[src/rtl/period_meter.sv]
// period_meter: measures an asynchronous square wave in system-clock cycles.
// It reports the last full period, the high time within it and the divider
// setting that would have produced it. It also flags a stalled input.
module period_meter #(
   parameter int unsigned WIDTH       = 32,
   parameter int unsigned SYNC_STAGES = 2,
   parameter int unsigned TIMEOUT     = 50000000
) (
   input  logic             clk,
   input  logic             reset,
   input  logic             sig_in,
   input  logic             ack,
   output logic [WIDTH-1:0] period,
   output logic [WIDTH-1:0] high_time,
   output logic [WIDTH-1:0] divide_est,
   output logic             meas_valid,
   output logic             new_sample,
   output logic             stalled
);

   typedef enum logic {
      WAIT_EDGE,
      COUNT
   } state_t;

   localparam logic [WIDTH-1:0] TimeoutCount = WIDTH'(TIMEOUT);
   localparam logic [WIDTH-1:0] AllOnes      = '1;
   localparam logic [WIDTH-1:0] One          = WIDTH'(1);

   logic [SYNC_STAGES-1:0] syncQ;
   logic                   sDlyQ;
   logic                   sigSync;
   logic                   rise;
   logic                   fall;

   state_t                 stateQ, stateD;
   logic [WIDTH-1:0]       cntQ, cntD;
   logic [WIDTH-1:0]       cntInc;
   logic [WIDTH-1:0]       hiLatQ, hiLatD;
   logic [WIDTH-1:0]       periodQ, periodD;
   logic [WIDTH-1:0]       highTimeQ, highTimeD;
   logic [WIDTH-1:0]       divideQ, divideD;
   logic                   measValidQ, measValidD;
   logic                   newSampleQ, newSampleD;
   logic                   stalledQ, stalledD;
   logic                   timeoutHit;

   // Bring sig_in into the clk domain and keep one delayed copy for edge detection.
   always_ff @(posedge clk or posedge reset) begin
      if (reset) begin
         syncQ <= '0;
         sDlyQ <= 1'b0;
      end else begin
         syncQ <= {syncQ[SYNC_STAGES-2:0], sig_in};
         sDlyQ <= syncQ[SYNC_STAGES-1];
      end
   end

   assign sigSync = syncQ[SYNC_STAGES-1];
   assign rise    = sigSync & ~sDlyQ;
   assign fall    = ~sigSync & sDlyQ;

   // The length so far includes the current cycle; it sticks at all-ones instead of wrapping.
   assign cntInc     = (cntQ == AllOnes) ? cntQ : cntQ + One;
   assign timeoutHit = (TIMEOUT != 0) && (cntInc == TimeoutCount) && !rise;

   // Next-state logic: track edges, latch measurements on rise and fall back to waiting on a stall.
   always_comb begin
      stateD     = stateQ;
      cntD       = cntQ;
      hiLatD     = hiLatQ;
      periodD    = periodQ;
      highTimeD  = highTimeQ;
      divideD    = divideQ;
      measValidD = 1'b0;
      stalledD   = stalledQ;
      newSampleD = measValidQ ? 1'b1 : (ack ? 1'b0 : newSampleQ);

      case (stateQ)
         WAIT_EDGE: begin
            cntD = '0;
            if (rise) begin
               stateD = COUNT;
            end
         end
         COUNT: begin
            cntD = rise ? '0 : cntInc;
            if (fall) begin
               hiLatD = cntInc;
            end
            if (rise) begin
               periodD    = cntInc;
               highTimeD  = hiLatQ;
               divideD    = cntInc >> 1;
               measValidD = 1'b1;
               stalledD   = 1'b0;
            end else if (timeoutHit) begin
               periodD   = '0;
               highTimeD = '0;
               divideD   = '0;
               stalledD  = 1'b1;
               cntD      = '0;
               stateD    = WAIT_EDGE;
            end
         end
         default: begin
            stateD = WAIT_EDGE;
         end
      endcase
   end

   // Measurement state and CSR-visible result registers.
   always_ff @(posedge clk or posedge reset) begin
      if (reset) begin
         stateQ     <= WAIT_EDGE;
         cntQ       <= '0;
         hiLatQ     <= '0;
         periodQ    <= '0;
         highTimeQ  <= '0;
         divideQ    <= '0;
         measValidQ <= 1'b0;
         newSampleQ <= 1'b0;
         stalledQ   <= 1'b0;
      end else begin
         stateQ     <= stateD;
         cntQ       <= cntD;
         hiLatQ     <= hiLatD;
         periodQ    <= periodD;
         highTimeQ  <= highTimeD;
         divideQ    <= divideD;
         measValidQ <= measValidD;
         newSampleQ <= newSampleD;
         stalledQ   <= stalledD;
      end
   end

   assign period     = periodQ;
   assign high_time  = highTimeQ;
   assign divide_est = divideQ;
   assign meas_valid = measValidQ;
   assign new_sample = newSampleQ;
   assign stalled    = stalledQ;

endmodule

[config.mk]
export PLATFORM = sky130hd
export DESIGN_NAME = period_meter
export DESIGN_NICKNAME = d
export VERILOG_FILES = /design/src/rtl/period_meter.sv
export SDC_FILE = /design/constraint.sdc
export NUM_CORES = 1
export LEC_CHECK = 0
export ABC_AREA = 0
export CAP_MARGIN = 30
export CORE_MARGIN = 2
export CORE_UTILIZATION = 56
export CTS_CLUSTER_DIAMETER = 100
export DETAILED_ROUTE_END_ITERATION = 12
export GPL_TIMING_DRIVEN = 0
export HOLD_SLACK_MARGIN = 0.15
export MAX_ROUTING_LAYER = met4
export PLACE_DENSITY = 0.81
export SLEW_MARGIN = 20
export SYNTH_ARGS = -nofsm -noshare
export SYNTH_HDL_FRONTEND = slang
export SYNTH_SLANG_ARGS = --single-unit
[constraint.sdc]
create_clock -name clk -period 10.4 [get_ports clk]
set_clock_uncertainty 0.1 [all_clocks]
set_input_delay 1.04 -clock clk [delete_from_list [all_inputs] [get_ports clk]]
set_output_delay 1.04 -clock clk [all_outputs]
set_load 0.02 [all_outputs]
### After elaboration in Yosys (flattened, before gate mapping)

Cells that the tools add are included.
W data, S select, Z words.

| operators by class | value |
|---|---|
| add/sub/neg operators | 1 |
| equal/unequal tests | 2 |
| muxes and demuxes | 18 |
| bitwise operators | 5 |
| reductions and logical operators | 6 |

Operators by type and width:

| operator | count |
|---|---|
| $mux W32 | 8 |
| $pmux W32 S2 | 1 |
| $add A32 B1 Y32 const B | 1 |
| $eq A32 B26 Y1 const B | 1 |
| $eq A32 B32 Y1 const B | 1 |
| $mux W1 | 8 |
| $reduce_and A2 Y1 | 2 |
| $reduce_bool A2 Y1 | 2 |
| $not A1 Y1 | 3 |
| $and A1 B1 Y1 | 2 |
| $pmux W1 S2 | 1 |
| $logic_and A1 B1 Y1 | 1 |
| $logic_not A1 Y1 | 1 |

| storage, ports and cells | value |
|---|---|
| bits in registers | 167 |
| input port bits | 4 |
| output and inout port bits | 99 |
| word-level logic and storage cells | 43 |

### Longest topological paths before layout

| depth | value |
|---|---|
| depth after elaboration | 7 |
| mapped depth | 13 |
| mapped depth without buffers | 9 |

### Worst setup path after synthesis

No wires, ideal clock.

| timing path | value |
|---|---|
| kind | reg2reg |
| start | reg cntQ[0] |
| end | reg periodQ[6] (netlist: period[6]) |
| setup time | 118 ps |
| arrival | 2,808 ps |
| path slack | 7,373 ps |
| cell stages (with the launch flop) | 13 |
| path through | dfrtp_1 -> ha_1 -> clkbuf_1 -> nand4_1 -> nor3_4 -> a31oi_1 -> xnor2_1 -> nor4b_2 -> nand3_1 -> nor4_2 -> buf_4 -> buf_6 -> nor2_1 |

| on the way | value |
|---|---|
| longest elaborated chain between the ends | 6 |
| elaborated cells between the ends (all ways) | 8 |
| classes of those cells | 1 x add/sub; 2 x eq/ne; 2 x mux; 3 x reduce/logical |

RTL lines:

| item | line | RTL |
|---|---|---|
| start: declaration | 37 | `logic [WIDTH-1:0] cntQ, cntD;` |
| start signal: assignment | 126 | `cntQ <= cntD;` |
| $add A32 B1 Y32 or $eq A32 B32 Y1 (tied branches) | 64 | `assign cntInc = (cntQ == AllOnes) ? cntQ : cntQ + One;` |
| $mux W32 (*) | 64 |  |
| $eq A32 B26 Y1 | 65 | `assign timeoutHit = (TIMEOUT != 0) && (cntInc == TimeoutCount) && !rise;` |
| $logic_and A1 B1 Y1 | 65 |  |
| $reduce_bool A2 Y1 (no source line) | - |  |
| $reduce_and A2 Y1 (no source line) | - |  |
| end signal: assignment | 128 | `periodQ <= periodD;` |
| end: declaration | 40 | `logic [WIDTH-1:0] periodQ, periodD;` |

Mark *: on every way between the ends. The rest lies on a longest branch, timed or not.
A chain may end at the register's enable or synchronous reset.

### Worst setup path after layout

| timing path | value |
|---|---|
| start | reg cntQ[0] |
| end | reg highTimeQ[21] (netlist: high_time[21]) |

| on the way | value |
|---|---|
| longest elaborated chain between the ends | 6 |
| elaborated cells between the ends (all ways) | 7 |
| classes of those cells | 1 x add/sub; 2 x eq/ne; 1 x mux; 3 x reduce/logical |

RTL lines:

| item | line | RTL |
|---|---|---|
| $add A32 B1 Y32 or $eq A32 B32 Y1 (tied branches) | 64 |  |
| $mux W32 (*) | 64 |  |
| $eq A32 B26 Y1 (*) | 65 |  |
| $logic_and A1 B1 Y1 (*) | 65 |  |
| $reduce_bool A2 Y1 (no source line) (*) | - |  |
| $reduce_and A2 Y1 (no source line) (*) | - |  |
| end signal: assignment | 129 | `highTimeQ <= highTimeD;` |
| end: declaration | 41 | `logic [WIDTH-1:0] highTimeQ, highTimeD;` |

Marks and branches as above.

==> metrics.txt <==
status finished, final reports clean; Critical Path End Type flop; LEAKAGE 3.54 nW; DIE HEIGHT around 110 um; vias in the first global route 5238; CP Data Required Time 10.71 ns; core area 10900 um^2; antenna violations before repair 0; Syn Inst Count 681; number of placement rows 38; DP Wirelength 11800 um; CTS max path bufs 2; DIE AREA 12000 um^2; Final Hold Fails 0; count of pins over their slew limit 0; via count 5416; Avg Inst Size Synth around 9.2 um^2; drt initial violations 320; GRT Total Usage 31.1%; post-layout util about three quarters; IO buf count 101; critical path class reg2reg; synthesis-to-layout area growth 28.5%; drc violations 0; largest net degree at the start of global routing 98; RSZ-0062 raised after global routing no; crit path from cntQ[0]; Distinct cells, synth 53; ANT nets after route 0; CTS buffer count 17; IO Count 103; fmax roughly 0.25 GHz; final setup TNS 0 ns; Synth Net Count 686; worst r2r src cntQ[0]; clk slew on worst S/H paths 0.06 ns; drt pass-1 iters 5; CTS sink count 135; Power Density 163 nW/um^2; CP arrival 4.33 ns; largest area contributor in the netlist dfrtp_1; Hold Path Class reg2reg; hold buffers post-CTS 0; min-delay src syncQ[0]; routed length per instance 17.7 um; critical-path maximum fanout 10; Final Net Count 807; Routed WL 16900 um; GRT overflow 0; post-CTS setup buffer count 0; Total Power approximately 1.3 mW; PostCTS Resize Cnt 0; VDD IR max 0.125 mV; Die W about 110 um; CTS root buf clkbuf_8; yosys warns 0; Int Power 974 uW; switching share of power about a quarter; Seq/Total Area, Yosys 54.1%; max_cap viols 0; commonest non-fill, non-tap cell in the layout dfrtp_1; Least-Margin Pin Slew 0.959 ns; max_slew headroom a little over a third; Final Setup Violations 0; ratio of final minimum period to clock period 38.7%; Synth top area share roughly 54%; ant diodes 0; CP startpoint kind flop; Post-Syn Area 6250 um^2; Final min period 4.03 ns; NetSw ~330 uW; sequential group share of total power 43.7%; layout cells sized above 1 11.5%; drt via density 5.68; Final GP Congestion 0.917; CTS tree yes; commonest non-fill, non-tap cells in the layout dfrtp_1 (135), nand2_1 (111), nor2_1 (103), clkdlybuf4s50_1 (101), a21oi_1 (70); Starting Density a little under three fifths; H-tree Lvls 4; register bit total from synthesis 135; Gate power share 12.4%; first-pass GRT wire length 27100 um; clock latency on the worst-skew pair 0.53 ns; clock network fraction of total power 43.9%; Synth area leaders dfrtp_1 (54%), nand2_1 (6.7%), nor2_1 (6.2%)
## metal layers
| metal | up-vias | routed length [um] | part of all wire [%] | GRT usage (%) |
|---|---|---|---|---|
| met1 | 2697 | 7550 | 45 | 41.1 |
| met2 | 178 | 8200 | 49 | 48.9 |
| met5 | - | 0 | 0 | - |
| met3 | 22 | 791 | 4.7 | 5.45 |
| met4 | 0 | 363 | 2.1 | 10.9 |
| li1 | 2519 | - | - | - |
## registers in the layout (all words and copies together) (netlist names)
register	flops
new_sample	1
high_time	32
hiLatQ	32
syncQ	2
divide_est	1
stateQ	1
period	31
stalled	1
cntQ	32
sDlyQ	1
meas_valid	1
## synth_stat cells, drive strengths merged
cell     number
a2111oi       2
a211o         2
a211oi        3
a21boi        1
a21o          2
a21oi        70
a311oi        2
a31o          2
a31oi         2
a41oi         1
and2          7
and3          7
and4          4
buf          48
clkbuf       25
clkinv        1
conb          1
dfrtp       135
ha            1
inv           6
mux2          1
mux2i         3
nand2       111
nand2b        1
nand3        19
nand3b        1
nand4        15
nor2        103
nor2b         1
nor3          7
nor3b         1
nor4          9
nor4b         2
o21a          1
o21ai        47
o22ai         2
o311ai        1
or2           4
or3           7
or4           2
xnor2        14
xor2          7
## stage by stage
stage               instance area [um^2]  cells  hold WS (ns)  worst slack, ns
global route                        8030    954         0.257             6.14
global placement                    7440    922         0.237             3.97
floorplan                           6250    681         0.231             5.65
CTS                                 8030    954         0.249             6.37
finish                              8030    954         0.248             6.37
detailed placement                  7470    923         0.236             6.41
## final cells by class
cell class                      count  area (um^2)
Sequential cell                   135         3380
Inverter                            7         33.8
Multi-Input combinational cell    466         2400
Clock buffer                       22          463
Clock inverter                      9          100
Timing Repair Buffer              102         1040
Fill cell                         800         2850
Buffer                             73          448
Tap cell                          140          175
## path summary, 6_finish.rpt
path / endpoint / slack [ns] / cells after the start
max in group asynchronous: high_time[12] / 8.66 / 3
min in group asynchronous: high_time[31] / 0.77 / 2
worst max register to register: high_time[21] / 6.37 / 12
worst max-delay path: high_time[21] / 6.37 / 12
worst min register to register: syncQ[1] / 0.25 / 0
worst min-delay path: syncQ[1] / 0.25 / 0
## power by group through the flow
stage	Combinational, mW	Clock, mW	Sequential (mW)
floorplan	0.0803	0	0.593
global placement	0.156	0	0.578
detailed placement	0.161	0	0.579
CTS	0.163	0.575	0.571
global route	0.175	0.603	0.575
finish	0.162	0.575	0.571
## kinds of logic after synthesis
kind of cell	count (synthesis)	share of synthesized area, %
other cells	1	0.0600
xor+xnor	21	2.94
mux	4	0.661
simple gates	301	22.3
fa+ha+maj	1	0.200
flops	135	54.1
buf+inv	80	7.59
compound gates	138	12.2
## critical path, stage by stage (launching register included)
cell      delay (ns)
dfrtp_1         0.44
ha_1            0.18
clkbuf_1        0.28
nand4_1         0.34
nor3_4          0.53
nand3_1         0.25
o22ai_1         0.44
and4_1          0.33
nand3_1         0.12
nor4_2          0.33
buf_4           0.31
buf_6           0.18
a21oi_1         0.06
No activity file was read; power rests on OpenSTA's default activity.
==> patch 1 (same flow settings) <==
Change the parameter `TIMEOUT` from 50000000 to 25000000.
--- a/src/rtl/period_meter.sv
+++ b/src/rtl/period_meter.sv
@@ -5,5 +5,5 @@
    parameter int unsigned WIDTH       = 32,
    parameter int unsigned SYNC_STAGES = 2,
-   parameter int unsigned TIMEOUT     = 50000000
+   parameter int unsigned TIMEOUT     = 25000000
 ) (
    input  logic             clk,
Behaviour: same outputs for any inputs over 10 cycles, from zero or initial values and one cycle with reset high; that may be too few to reach the edited logic, so the function may still have changed.
==> patch 1 against the original RTL <==
Sequential share of layout area grew 0.65 points; sequential cell count unchanged; final area down 1.5%; area after synthesis is 1.8% lower; utilization is 0.16 points lower; total power shrank 1.2%; critical path depth is the same; wire length increased by 0.72%; worst setup slack worse by 0.26 ns; critical endpoint is now period[24]$_DFFE_PP0P_; largest cell class unchanged.
==> patch 1: results (changes against the original RTL) <==
[worst_setup_path]
crit_start=cntQ[0]$_DFF_PP0_
critical-path-top-delay-family=simple AND/OR/NAND/NOR gates
reg2reg_slack_ns=6.12  ; -0.26 ns
critPathMaxFanout=10  ; unchanged
critPathArrivalTime_ns=4.60  ; +0.27 ns
worst_path_max_delay_cell=dfrtp_1
max_stage_delay_ns=0.49  ; -0.04 ns

[clock_network]
cts_tree=done
cts_buffers=17  ; unchanged
post_cts.resized_instances=0  ; unchanged
clock_latency_ns=0.53  ; about the same
h-tree-depth=4  ; unchanged
clk_path_buf_depth=2  ; unchanged
post_cts_buffers=0  ; unchanged
cts.clk_slew.worst_paths_ns=0.06  ; about the same
cts-root-buf=clkbuf_8

[logic_synthesis]
synthFlopType=dfrtp_1
ys_async_sr_fraction=1.000  ; unchanged
synth_commonest_cells=dfrtp_1 (135), nand2_1 (111), nor2_1 (111), a21oi_1 (68), o21ai_0 (38)
ys_top_cells_by_area=dfrtp_1 (55%), nand2_1 (6.8%), nor2_1 (6.8%), a21oi_1 (5.5%), buf_4 (4.5%)
ys_warn_count=0  ; unchanged
syn_nets=673  ; -1.9%
ys_seq_area_frac=0.5505  ; +0.009918
ys_types=51  ; -3.8%

[cells_and_area]
drive_gt1_frac=0.1035  ; -0.01199
final_nets=794  ; -1.6%
fillerInstances=803  ; +0.38%

[routing]
first_pass_iters=5  ; unchanged
drt_iter0_drc=375  ; +17%
wl_per_cell_microns=18.05  ; +1.9%
via_per_inst=5.741  ; +1.1%

[power]
peakVddDrop_uv=99.36  ; -20%
p_leak_uw=0.003461  ; -2.3%
netSwitchingFraction=0.2704  ; +0.01495

[placement]
gp_congestion=0.9756  ; +6.4%
port_buffers=101  ; unchanged
dpl.hpwl_microns=12170  ; +2.7%

[grt]
grt_max_degree=73  ; -26%
grt_use_total=0.3061  ; -0.004985
grt_pass1_wl_microns=26340  ; -2.9%
antenna_found_initial=1  ; +1
grt_pass1_vias=5131  ; -2.0%

[worst_hold_path]
hp-start=syncQ[0]$_DFF_PP0_
worst_hold_path_type=flop to flop

[sta]
drv_slew=0  ; unchanged
max_clock_freq_mhz=233.4  ; -6.0%
slew_headroom=0.3599  ; +0.003278

[run_status]
status=completed

-- patch 1: changes by cell type after synthesis, sizes merged, moves of 3 or more --
cell    change
and2        -6
and3        -3
nand4b      +3
a31oi       +4
o21ai       -9
or3         -5
nand3       -6
or2         -3
nor2        +8
xnor2       +3
buf         -5
-- patch 1: path summary, 6_finish.rpt --
| path | endpoint | cells after the start |
|---|---|---|
| setup / recovery | period[24]$_DFFE_PP0P_ | 12 |
| hold / removal | syncQ[1]$_DFF_PP0_ | 0 |
| setup reg to reg | period[24]$_DFFE_PP0P_ | 12 |
| hold reg to reg | syncQ[1]$_DFF_PP0_ | 0 |
| max in group asynchronous | cntQ[17]$_DFF_PP0_ | 3 |
| min in group asynchronous | high_time[8]$_DFFE_PP0P_ | 2 |
-- patch 1: layout make-up --
class,count,area share
timing repair buffer,102,0.1313
clock inverter,13,0.01534
multi-input combinational,455,0.2931
buffer,70,0.05187
tap,140,0.02214
sequential,135,0.4270
antenna,1,0.0003163
inverter,8,0.004428
clock buffer,19,0.05456
-- patch 1: cell families after synthesis --
logic type | Yosys count | share of synthesized area
AOI/OAI and AO/OA | 131 | 0.1201
buffers and inverters | 78 | 0.07176
and+or+nand+nor | 293 | 0.2128
DFF | 135 | 0.5505
other | 1 | 0.0006110
xor gates and xnor gates | 25 | 0.03568
adders and majority gates | 1 | 0.002038
muxes | 4 | 0.006524
-- patch 1: worst register-to-register path, stage by stage, from the launching register on --
cell      delay (ns)
dfrtp_1         0.49
ha_1            0.26
nand3_1         0.16
nor2_1          0.33
clkbuf_1        0.49
o21ai_0         0.42
o22a_1          0.34
nor4b_1         0.33
nand4b_1        0.17
nor4_1          0.32
buf_2           0.42
buf_4           0.26
nor2_1          0.08
-- patch 1: metrics by stage --
step | power, uW | setup slack, ns | hold WS (ns) | instances | instance area, sq um
finish | 1292 | 6.116 | 0.2646 | 943 | 7911
global route | 1335 | 5.882 | 0.2671 | 943 | 7911
CTS | 1294 | 6.254 | 0.2634 | 942 | 7909
detailed placement | 739.2 | 6.295 | 0.2538 | 910 | 7356
global placement | 731.8 | 4.112 | 0.2447 | 909 | 7323
floorplan | 673.6 | 5.649 | 0.2312 | 668 | 6137
-- patch 1: power groups by stage --
stage | logic (uW) | registers, uW | clock network (uW)
floorplan | 82.1 | 591 | 0
global route | 173 | 574 | 587
CTS | 160 | 571 | 563
detailed placement | 159 | 580 | 0
finish | 160 | 571 | 561
global placement | 154 | 578 | 0
-- patch 1: layer usage --
metal  wire (microns)  share of wire  GRT usage  vias to the layer above
li1                 -              -          -                     2481
met1             7237           0.43     0.4028                     2661
met2             8333           0.49     0.4750                      239
met3             1090          0.064    0.06396                       33
met4              359          0.021     0.1081                        0
met5                0              0          -                        -
==> patch 2 (same flow settings) <==
Made on the original files. Register the output `stalled` once more; this adds one clock of latency there. The other outputs are not delayed to match.
--- a/src/rtl/period_meter.sv
+++ b/src/rtl/period_meter.sv
@@ -140,5 +140,7 @@
    assign meas_valid = measValidQ;
    assign new_sample = newSampleQ;
-   assign stalled    = stalledQ;
+   always_ff @(posedge clk) begin
+      stalled <= stalledQ;
+   end
 
 endmodule
Behaviour: no difference found for any inputs over 10 cycles, from zero or initial values and one cycle with reset high; that may be too few to reach the edited logic, so the function may still have changed.
==> patch 2 against the original RTL <==
Maximum frequency decreased by 1.4%; critical path type unchanged; area after synthesis increased by 0.32%; total power increased by 4.7%; worst setup slack got worse by 0.056 ns; combinational power about the same; count of clock-buffer cells in the layout decreased by 1; first-iteration DRC count increased by 21%; final area increased by 0.97%; wire length about the same; sequential cell count increased by 1; global-route usage decreased by 0.31 points.
==> patch 2: results (changes against the original RTL) <==
[routing]
dr_wl_met3_microns=967  ; +22%
via_count=5382  ; -0.63%
wl_met2_microns=8342  ; +1.8%
wl_per_cell_microns=17.69  ; -0.15%
drt_iter0_drc=387  ; +21%
met1_length_microns=7265  ; -3.7%

[cells_and_area]
layout.cells.non_filler=956  ; +0.21%
n_clock_buffer=21  ; -4.5%
num-multi-input-gates=466  ; unchanged
fillerInstances=803  ; +0.38%
clk_share=0.07651  ; +0.006425
seq_area_sq_um=3398  ; +0.59%
drive_gt1_frac=0.1164  ; +0.0009425
final_nets=808  ; +0.12%
non_clock_buffer_area_share=0.1832  ; -0.001769

[grt]
grt_pass1_vias=5270  ; +0.61%
grt_use_total=0.3080  ; -0.003057
met1_usage=0.3887  ; -0.02213
use_met3=0.06580  ; +0.01126
grtUsageMet2=0.4930  ; +0.004452
antenna_found_initial=0  ; unchanged
grt_pass1_wl_microns=26860  ; -1.0%
grt_max_degree=99  ; +1.0%

[worst_setup_path]
cp-endpoint=high_time[30]$_DFFE_PP0P_
critPathArrivalTime_ns=4.41  ; +0.08 ns
reg2reg_slack_ns=6.32  ; -0.06 ns
rr_worst_depth=12  ; unchanged
max_stage_delay_ns=0.55  ; +0.02 ns
critPathMaxFanout=10  ; unchanged
r2r_start=cntQ[0]$_DFF_PP0_

[run_status]
status=completed

[sta]
fin_crit_sh=0.3926  ; +0.005394
worst_slew_pin_slew_ns=0.9558  ; -0.002809 ns

[placement]
placed_cell_area_sq_um=7491  ; +0.27%
placed_cells=924  ; +0.11%
dpl.hpwl_microns=11720  ; -1.0%
place_ws_ns=6.409  ; -0.001340 ns
gp_congestion=0.9560  ; +4.2%

[logic_synthesis]
syn_nets=687  ; +0.15%
synth_seq_cells=136  ; +0.74%
ys_types=54  ; +1.9%
ys_seq_area_frac=0.5420  ; +0.001467
avgSynthCellArea_sq_um=9.193  ; +0.17%
ys_async_sr_fraction=0.9926  ; -0.007353
ys_top_cells_by_area=dfrtp_1 (54%), nand2_1 (6.6%), nor2_1 (6.2%), a21oi_1 (5.6%), buf_4 (4.0%)

[clock_network]
cts_buffers=17  ; unchanged
cts-root-buf=clkbuf_8

[power]
p_leak_uw=0.003574  ; +0.84%
peakVddDrop_uv=116.5  ; -6.7%
pwr-share-comb=0.118  ; -0.006
power_frac_clock=0.463  ; +0.024
power.internal_uw=1024  ; +5.1%

[worst_hold_path]
whs_endpoint=syncQ[1]$_DFF_PP0_

==> patch 2: logic make-up (layout without fill, tap and decap cells) <==
kind of cell / after synthesis / in the layout / synth area share
AO/OA/AOI/OAI: 138 / 138 / 0.1217
flip-flops: 136 / 136 / 0.5420
multiplexers: 4 / 4 / 0.006586
buffers and inverters: 80 / 214 / 0.07563
XOR/XNOR: 21 / 21 / 0.02934
adder cells (fa/ha/maj): 1 / 1 / 0.001995
AND/OR/NAND/NOR: 301 / 301 / 0.2221
other: 1 / 1 / 0.0005981
==> patch 2: stage by stage <==
| stage | total power [uW] | util | hold WS [ns] |
|---|---|---|---|
| global route | 1413 | 0.7450 | 0.2739 |
| floorplan | 677.0 | - | 0.2312 |
| CTS | 1373 | 0.7450 | 0.2640 |
| global placement | 737.9 | 0.6848 | 0.2332 |
| detailed placement | 745.0 | 0.6880 | 0.2496 |
| finish | 1370 | 0.7450 | 0.2620 |
